## src/rtl/control_unit.sv

```systemverilog
// Multi-cycle control FSM for the 32-bit CPU data path.
// Sequences each instruction FETCH -> DECODE -> [MEMRD] -> EXEC and decodes
// every data-path strobe, mux select and ALU op from state, IR and the
// registered ALU flags.
module control_unit #(
  parameter logic [2:0] ALU_ADD = 3'b010
) (
  input  logic        clk,
  input  logic        reset,
  input  logic [31:0] ir,
  input  logic        alu_c,
  input  logic        alu_z,
  output logic        wen,
  output logic        en,
  output logic        clr_A,
  output logic        clr_B,
  output logic        clr_C,
  output logic        clr_Z,
  output logic        clr_PC,
  output logic        clr_IR,
  output logic        ld_A,
  output logic        ld_B,
  output logic        ld_C,
  output logic        ld_Z,
  output logic        ld_PC,
  output logic        ld_IR,
  output logic        inc_PC,
  output logic [1:0]  data_mux,
  output logic [1:0]  im_mux2,
  output logic        im_mux1,
  output logic        a_mux,
  output logic        b_mux,
  output logic        reg_mux,
  output logic [2:0]  alu_op,
  output logic        halted,
  output logic [2:0]  state
);

  localparam int unsigned OP_W    = 4;
  localparam int unsigned ALUOP_W = 3;

  // Opcodes (ir[31:28])
  localparam logic [OP_W-1:0] OP_LDAI = 4'h0;
  localparam logic [OP_W-1:0] OP_LDBI = 4'h1;
  localparam logic [OP_W-1:0] OP_LDA  = 4'h2;
  localparam logic [OP_W-1:0] OP_LDB  = 4'h3;
  localparam logic [OP_W-1:0] OP_STA  = 4'h4;
  localparam logic [OP_W-1:0] OP_STB  = 4'h5;
  localparam logic [OP_W-1:0] OP_ALUR = 4'h6;
  localparam logic [OP_W-1:0] OP_ALUI = 4'h7;
  localparam logic [OP_W-1:0] OP_INCA = 4'h8;
  localparam logic [OP_W-1:0] OP_JMP  = 4'h9;
  localparam logic [OP_W-1:0] OP_JZ   = 4'hA;
  localparam logic [OP_W-1:0] OP_JC   = 4'hB;
  localparam logic [OP_W-1:0] OP_CLRA = 4'hC;
  localparam logic [OP_W-1:0] OP_CLRB = 4'hD;
  localparam logic [OP_W-1:0] OP_NOP  = 4'hE;
  localparam logic [OP_W-1:0] OP_HALT = 4'hF;

  // Data bus sources
  localparam logic [1:0] DBUS_IN  = 2'b00;
  localparam logic [1:0] DBUS_MEM = 2'b01;
  localparam logic [1:0] DBUS_ALU = 2'b10;

  // ALU operand B sources
  localparam logic [1:0] OPB_REG   = 2'b00;
  localparam logic [1:0] OPB_IMM   = 2'b01;
  localparam logic [1:0] OPB_CONST = 2'b10;

  typedef enum logic [2:0] {
    ST_RST    = 3'd0,
    ST_FETCH  = 3'd1,
    ST_DECODE = 3'd2,
    ST_MEMRD  = 3'd3,
    ST_EXEC   = 3'd4,
    ST_HALT   = 3'd5
  } state_t;

  state_t              state_q;
  state_t              state_d;
  logic                flag_c;
  logic                flag_z;
  logic [OP_W-1:0]     opcode;
  logic [ALUOP_W-1:0]  ir_alu_op;
  logic                is_alu_instr;

  // Memory address and immediate bits are consumed by the data path only.
  logic unused_ir;
  assign unused_ir = ^ir[24:0];

  assign opcode       = ir[31:28];
  assign ir_alu_op    = ir[27:25];
  assign is_alu_instr = (opcode == OP_ALUR) || (opcode == OP_ALUI) || (opcode == OP_INCA);
  assign state        = state_q;

  // State register
  always_ff @(posedge clk or posedge reset) begin
    if (reset) begin
      state_q <= ST_RST;
    end else begin
      state_q <= state_d;
    end
  end

  // Carry/zero flags: captured only when an ALU instruction executes
  always_ff @(posedge clk or posedge reset) begin
    if (reset) begin
      flag_c <= 1'b0;
      flag_z <= 1'b0;
    end else if (state_q == ST_EXEC && is_alu_instr) begin
      flag_c <= alu_c;
      flag_z <= alu_z;
    end
  end

  // Next-state and output decode
  always_comb begin
    state_d  = ST_RST;
    wen      = 1'b0;
    en       = 1'b0;
    clr_A    = 1'b0;
    clr_B    = 1'b0;
    clr_C    = 1'b0;
    clr_Z    = 1'b0;
    clr_PC   = 1'b0;
    clr_IR   = 1'b0;
    ld_A     = 1'b0;
    ld_B     = 1'b0;
    ld_C     = 1'b0;
    ld_Z     = 1'b0;
    ld_PC    = 1'b0;
    ld_IR    = 1'b0;
    inc_PC   = 1'b0;
    data_mux = DBUS_IN;
    im_mux2  = OPB_REG;
    im_mux1  = 1'b0;
    a_mux    = 1'b0;
    b_mux    = 1'b0;
    reg_mux  = 1'b0;
    alu_op   = '0;
    halted   = 1'b0;

    case (state_q)
      ST_RST: begin
        clr_A   = 1'b1;
        clr_B   = 1'b1;
        clr_C   = 1'b1;
        clr_Z   = 1'b1;
        clr_PC  = 1'b1;
        clr_IR  = 1'b1;
        state_d = ST_FETCH;
      end

      ST_FETCH: begin
        data_mux = DBUS_IN;
        ld_IR    = 1'b1;
        state_d  = ST_DECODE;
      end

      ST_DECODE: begin
        inc_PC = 1'b1;
        if (opcode == OP_LDA || opcode == OP_LDB) begin
          state_d = ST_MEMRD;
        end else if (opcode == OP_HALT) begin
          state_d = ST_HALT;
        end else begin
          state_d = ST_EXEC;
        end
      end

      // Address mem[ir[7:0]] one cycle ahead so read data is valid in EXEC
      ST_MEMRD: begin
        en      = 1'b1;
        state_d = ST_EXEC;
      end

      ST_EXEC: begin
        state_d = ST_FETCH;
        case (opcode)
          OP_LDAI: begin
            a_mux = 1'b1;
            ld_A  = 1'b1;
          end
          OP_LDBI: begin
            b_mux = 1'b1;
            ld_B  = 1'b1;
          end
          OP_LDA: begin
            en       = 1'b1;
            data_mux = DBUS_MEM;
            ld_A     = 1'b1;
          end
          OP_LDB: begin
            en       = 1'b1;
            data_mux = DBUS_MEM;
            ld_B     = 1'b1;
          end
          OP_STA: begin
            en      = 1'b1;
            wen     = 1'b1;
            reg_mux = 1'b0;
          end
          OP_STB: begin
            en      = 1'b1;
            wen     = 1'b1;
            reg_mux = 1'b1;
          end
          OP_ALUR, OP_ALUI, OP_INCA: begin
            data_mux = DBUS_ALU;
            ld_A     = 1'b1;
            ld_C     = 1'b1;
            ld_Z     = 1'b1;
            if (opcode == OP_INCA) begin
              im_mux2 = OPB_CONST;
              alu_op  = ALU_ADD;
            end else begin
              im_mux2 = (opcode == OP_ALUI) ? OPB_IMM : OPB_REG;
              alu_op  = ir_alu_op;
            end
          end
          OP_JMP:  ld_PC = 1'b1;
          OP_JZ:   ld_PC = flag_z;
          OP_JC:   ld_PC = flag_c;
          OP_CLRA: clr_A = 1'b1;
          OP_CLRB: clr_B = 1'b1;
          OP_NOP:  ;
          default: ;
        endcase
      end

      ST_HALT: begin
        halted  = 1'b1;
        state_d = ST_HALT;
      end

      default: state_d = ST_RST;
    endcase
  end

endmodule

```

## config.mk

```make
export PLATFORM = sky130hd
export DESIGN_NAME = control_unit
export DESIGN_NICKNAME = d
export VERILOG_FILES = /design/src/rtl/control_unit.sv
export SDC_FILE = /design/constraint.sdc
export NUM_CORES = 1
export LEC_CHECK = 0
export BUFFER_PORTS_ARGS = -buffer_cell sky130_fd_sc_hd__buf_2
export CORE_UTILIZATION = 34
export DETAILED_ROUTE_END_ITERATION = 8
export GPL_ROUTABILITY_DRIVEN = 0
export GPL_TIMING_DRIVEN = 0
export PLACE_DENSITY = 0.79
export SLEW_MARGIN = 5
export SYNTH_ARGS = -nofsm -noshare
export SYNTH_HDL_FRONTEND = slang
export SYNTH_SLANG_ARGS = --single-unit
```

## constraint.sdc

```tcl
create_clock -name clk -period 2.1 [get_ports clk]
set_clock_uncertainty 0.1 [all_clocks]
set_input_delay 0.42 -clock clk [delete_from_list [all_inputs] [get_ports clk]]
set_output_delay 0.42 -clock clk [all_outputs]
set_load 0.01 [all_outputs]
```

==> flow_summary_export.csv <==
group,metric,value,unit
synthesis,synthSimpleGateAreaFrac,36.01,%
global_routing,grt_pass1_vias,617,
critical_path,reg2regPathDepth,6,
run,max_cap_violations,0,
timing,setup_viol,6,
synthesis,synth-xor-area-share,2.881,%
cts,numCtsBuffers,3,
synthesis,synth_cells,72,
power_and_ir_drop,p_leak,0.5148,nW
cts,clk_latency,240,ps
global_routing,grt-ovfl-total,0,
floorplanning,io_pins,66,
cts,cts_tree,"done",
power_and_ir_drop,intPower,0.0005976,W
critical_path,worst_setup_path_end_kind,"primary output",
timing,max_freq,455.3,MHz
cts,ctsLongestPathBuffers,2,
synthesis,yosysUniqueCellTypes,37,
critical_path,r2r_slack,170,ps
critical_path,crit_required,1580,ps
critical_path,crit_chain,"or3b_4 -> buf_8 -> buf_6 -> a2111oi_4 -> buf_2",
synthesis,avgSynthCellArea,8.446,sq um
power_and_ir_drop,power,0.001039,W
detailed_routing,vias,715,
outcome,status,"finished with violations",
power_and_ir_drop,sequentialPowerShare,17.8,%
worst_hold_path,holdPathStages,2,
detailed_routing,drc_errors,1,
timing,setup-tns-final,-368.2,ps
critical_path,worstSetupPathType,"flop to primary output",
global_routing,antenna_found_initial,0,
synthesis,synth_compound_area_share,19.55,%
synthesis,syn_nets,108,
timing,finalCritPeriodShare,104.6,%
layout,drive_gt1_share,64.80,%
outcome,violations,"design-rule violations, negative setup slack",
floorplanning,rows,14,
layout,final_common_cell,"buf_2",
critical_path,r2r-start,"state[0]",
synthesis,synth_top_family_by_area,"simple AND/OR/NAND/NOR gates",
power_and_ir_drop,power_density,1015,mW/mm^2
timing,slew_violations,0,
cts,clock_sink_count,5,
cts,htreeDepth,1,
global_routing,track_usage,19.70,%
layout,antenna_cells,0,
power_and_ir_drop,p_clk_share,10.7,%
detailed_routing,routed_wl,1909,microns
place,place_worst_setup_slack,-20.31,ps
place,dp_hpwl,1191,microns
floorplanning,fp.coreArea,0.001594,sq mm
global_routing,grt_max_degree,11,
synthesis,muxShareOfSynthArea,4.938,%
power_and_ir_drop,swShare,42.49,%
floorplanning,die_x,44.29,microns
power_and_ir_drop,netSwitchingPower,0.0004416,W
synthesis,synth_fa_ha_area_share,0,%
synthesis,ys_ff_latch,5,
layout,final_cell_mix,"38 x buf_2, 14 x buf_4, 6 x nor2b_1, 6 x buf_6",
detailed_routing,drtAntennaViolNets,0,
critical_path,cp.arrival,1680,ps
worst_hold_path,holdPathEnd,"flag_z",
floorplanning,start_util,38.15,%
critical_path,cp_max_fo,6,
timing,grt_setup_unrepaired,"yes",
synthesis,yosysTopAreaCellShare,20.58,%
worst_hold_path,hold_class,"primary input to flop",
layout,area.growth.synth_to_final,68.31,%
worst_hold_path,worstHoldStart,"alu_z",
layout,stdcell_area,0.001023,sq mm
critical_path,critical_path.max_stage_delay,420,ps
layout,fin_nets,162,
cts,clkTransAtPathRegs,40,ps
critical_path,critPathTopFamily,"buffers and inverters",
detailed_routing,drt_iter0_markers,13,
power_and_ir_drop,ir_drop,430.6,uV
place,port_buffers,39,
timing,final.min_clock_period,2196,ps
critical_path,crit_buf_inv,3,
floorplanning,die_h,44.29,microns
synthesis,yosysTopAreaCell,"dfrtp_1",
cts,cts_root_buf,"clkbuf_4",
detailed_routing,post_drt_via_cell_ratio,4.799,
global_routing,grt_pass1_wl,2835,microns
place,placed_cell_area,833.3,sq um
synthesis,syn-cell-area,608.1,sq um
critical_path,reg2reg_to,"flag_c",
critical_path,cp_slowest_cell,"or3b_4",
timing,post-route-worst-setup-slack,-96.48,ps
synthesis,ys_seq_area_share,20.58,%
synthesis,ys_warn_count,0,
detailed_routing,wl_per_cell,12.81,microns
power_and_ir_drop,combPwrFrac,71.5,%
synthesis,synth_area_leaders,"dfrtp_1 21%, buf_4 8.6%, nor2b_1 7.2%",
timing,hold_violations,0,
floorplanning,die_area,0.001962,sq mm
detailed_routing,first_pass_iters,6,
critical_path,worst_setup_path_start_kind,"flop",
## power groups by stage
stage	clock network (W)	registers, W	logic, W
6_report	0.000111	0.000185	0.000743
5_1_grt	0.000124	0.000189	0.000795
4_1_cts	0.000116	0.000176	0.000732
3_5_place_dp	0	0.000181	0.000604
3_3_place_gp	0	0.000178	0.000582
2_1_floorplan	0	0.000186	0.000403
## layout make-up
cell class	instances	area, sq um
Sequential cell	5	127.6
Clock buffer	4	26.28
Timing Repair Buffer	51	310.3
Tap cell	24	30.03
Buffer	10	82.58
Multi-Input combinational cell	52	435.4
Fill cell	145	570.5
Inverter	3	11.26
## worst max path at each step
stage / startpoint / endpoint / cells past startpoint / slack (ps)
2_1_floorplan: state[1] / a_mux / 4 / 30
3_3_place_gp: ir[28] / ld_Z / 5 / 6
3_5_place_dp: ir[28] / data_mux[1] / 5 / -20
4_1_cts: state[2] / ld_PC / 6 / -100
5_1_grt: state[0] / ld_PC / 5 / -180
6_report: state[0] / ld_PC / 5 / -100
## kinds of logic (layout without fill, tap and decap cells)
group	after synthesis	count (layout)
other cells	1	1
mux	2	2
flops	5	5
xor+xnor	2	2
buf+inv	15	68
simple gates	35	35
compound gates	12	12
## what timing repair did
| action | in CTS | in global routing |
|---|---|---|
| setup buffers | 9 | 2 |
| gates resized for setup | 15 | 6 |
| pin swaps | 4 | 2 |
| hold endpoints to repair | 5 | 0 |
| setup endpoints to repair | 11 | 16 |
| hold buffers | 1 | 0 |
## metrics by stage
step | hold WS, ps | util (%) | cells
after global routing | 310.8 | 64.21 | 149
after detailed placement | 218.0 | 52.28 | 135
final | 317.6 | 64.21 | 149
after floorplan | 98.52 | - | 72
after global placement | 211.3 | 52.28 | 135
after CTS | 298.6 | 62.48 | 148
## Yosys cell counts
master	number
buf_1	1
a2111oi_2	1
and3b_1	1
a21oi_4	1
nand2_1	3
inv_1	3
buf_6	1
or3b_4	1
o21ai_0	2
mux2_4	2
a21boi_0	2
nor4b_1	1
and3_1	1
xnor2_1	1
nand3b_1	2
a31o_2	1
and2_1	2
nor2b_1	7
a22o_1	1
nor3b_1	1
nor2_1	4
nand4_1	1
a21oi_1	2
dfrtp_1	5
nor3_2	1
or3_1	1
buf_2	3
a2111oi_4	1
buf_4	7
or4b_4	1
nor3_1	4
xor2_1	1
nand2b_1	1
nor4_1	1
o31ai_1	1
nand3_1	2
conb_1	1
## registers in the layout (all words and copies together) (netlist names)
name,cells
flag_z,1
state,3
flag_c,1
## per-layer routing
layer,up-vias,part of all wire [%],GRT usage (%)
met4,0,0.52,7.273
met2,21,54,37.06
met3,2,4.0,2.449
li1,354,-,-
met5,-,0,0
met1,338,41,22.33
No activity file was read; power rests on OpenSTA's default activity.
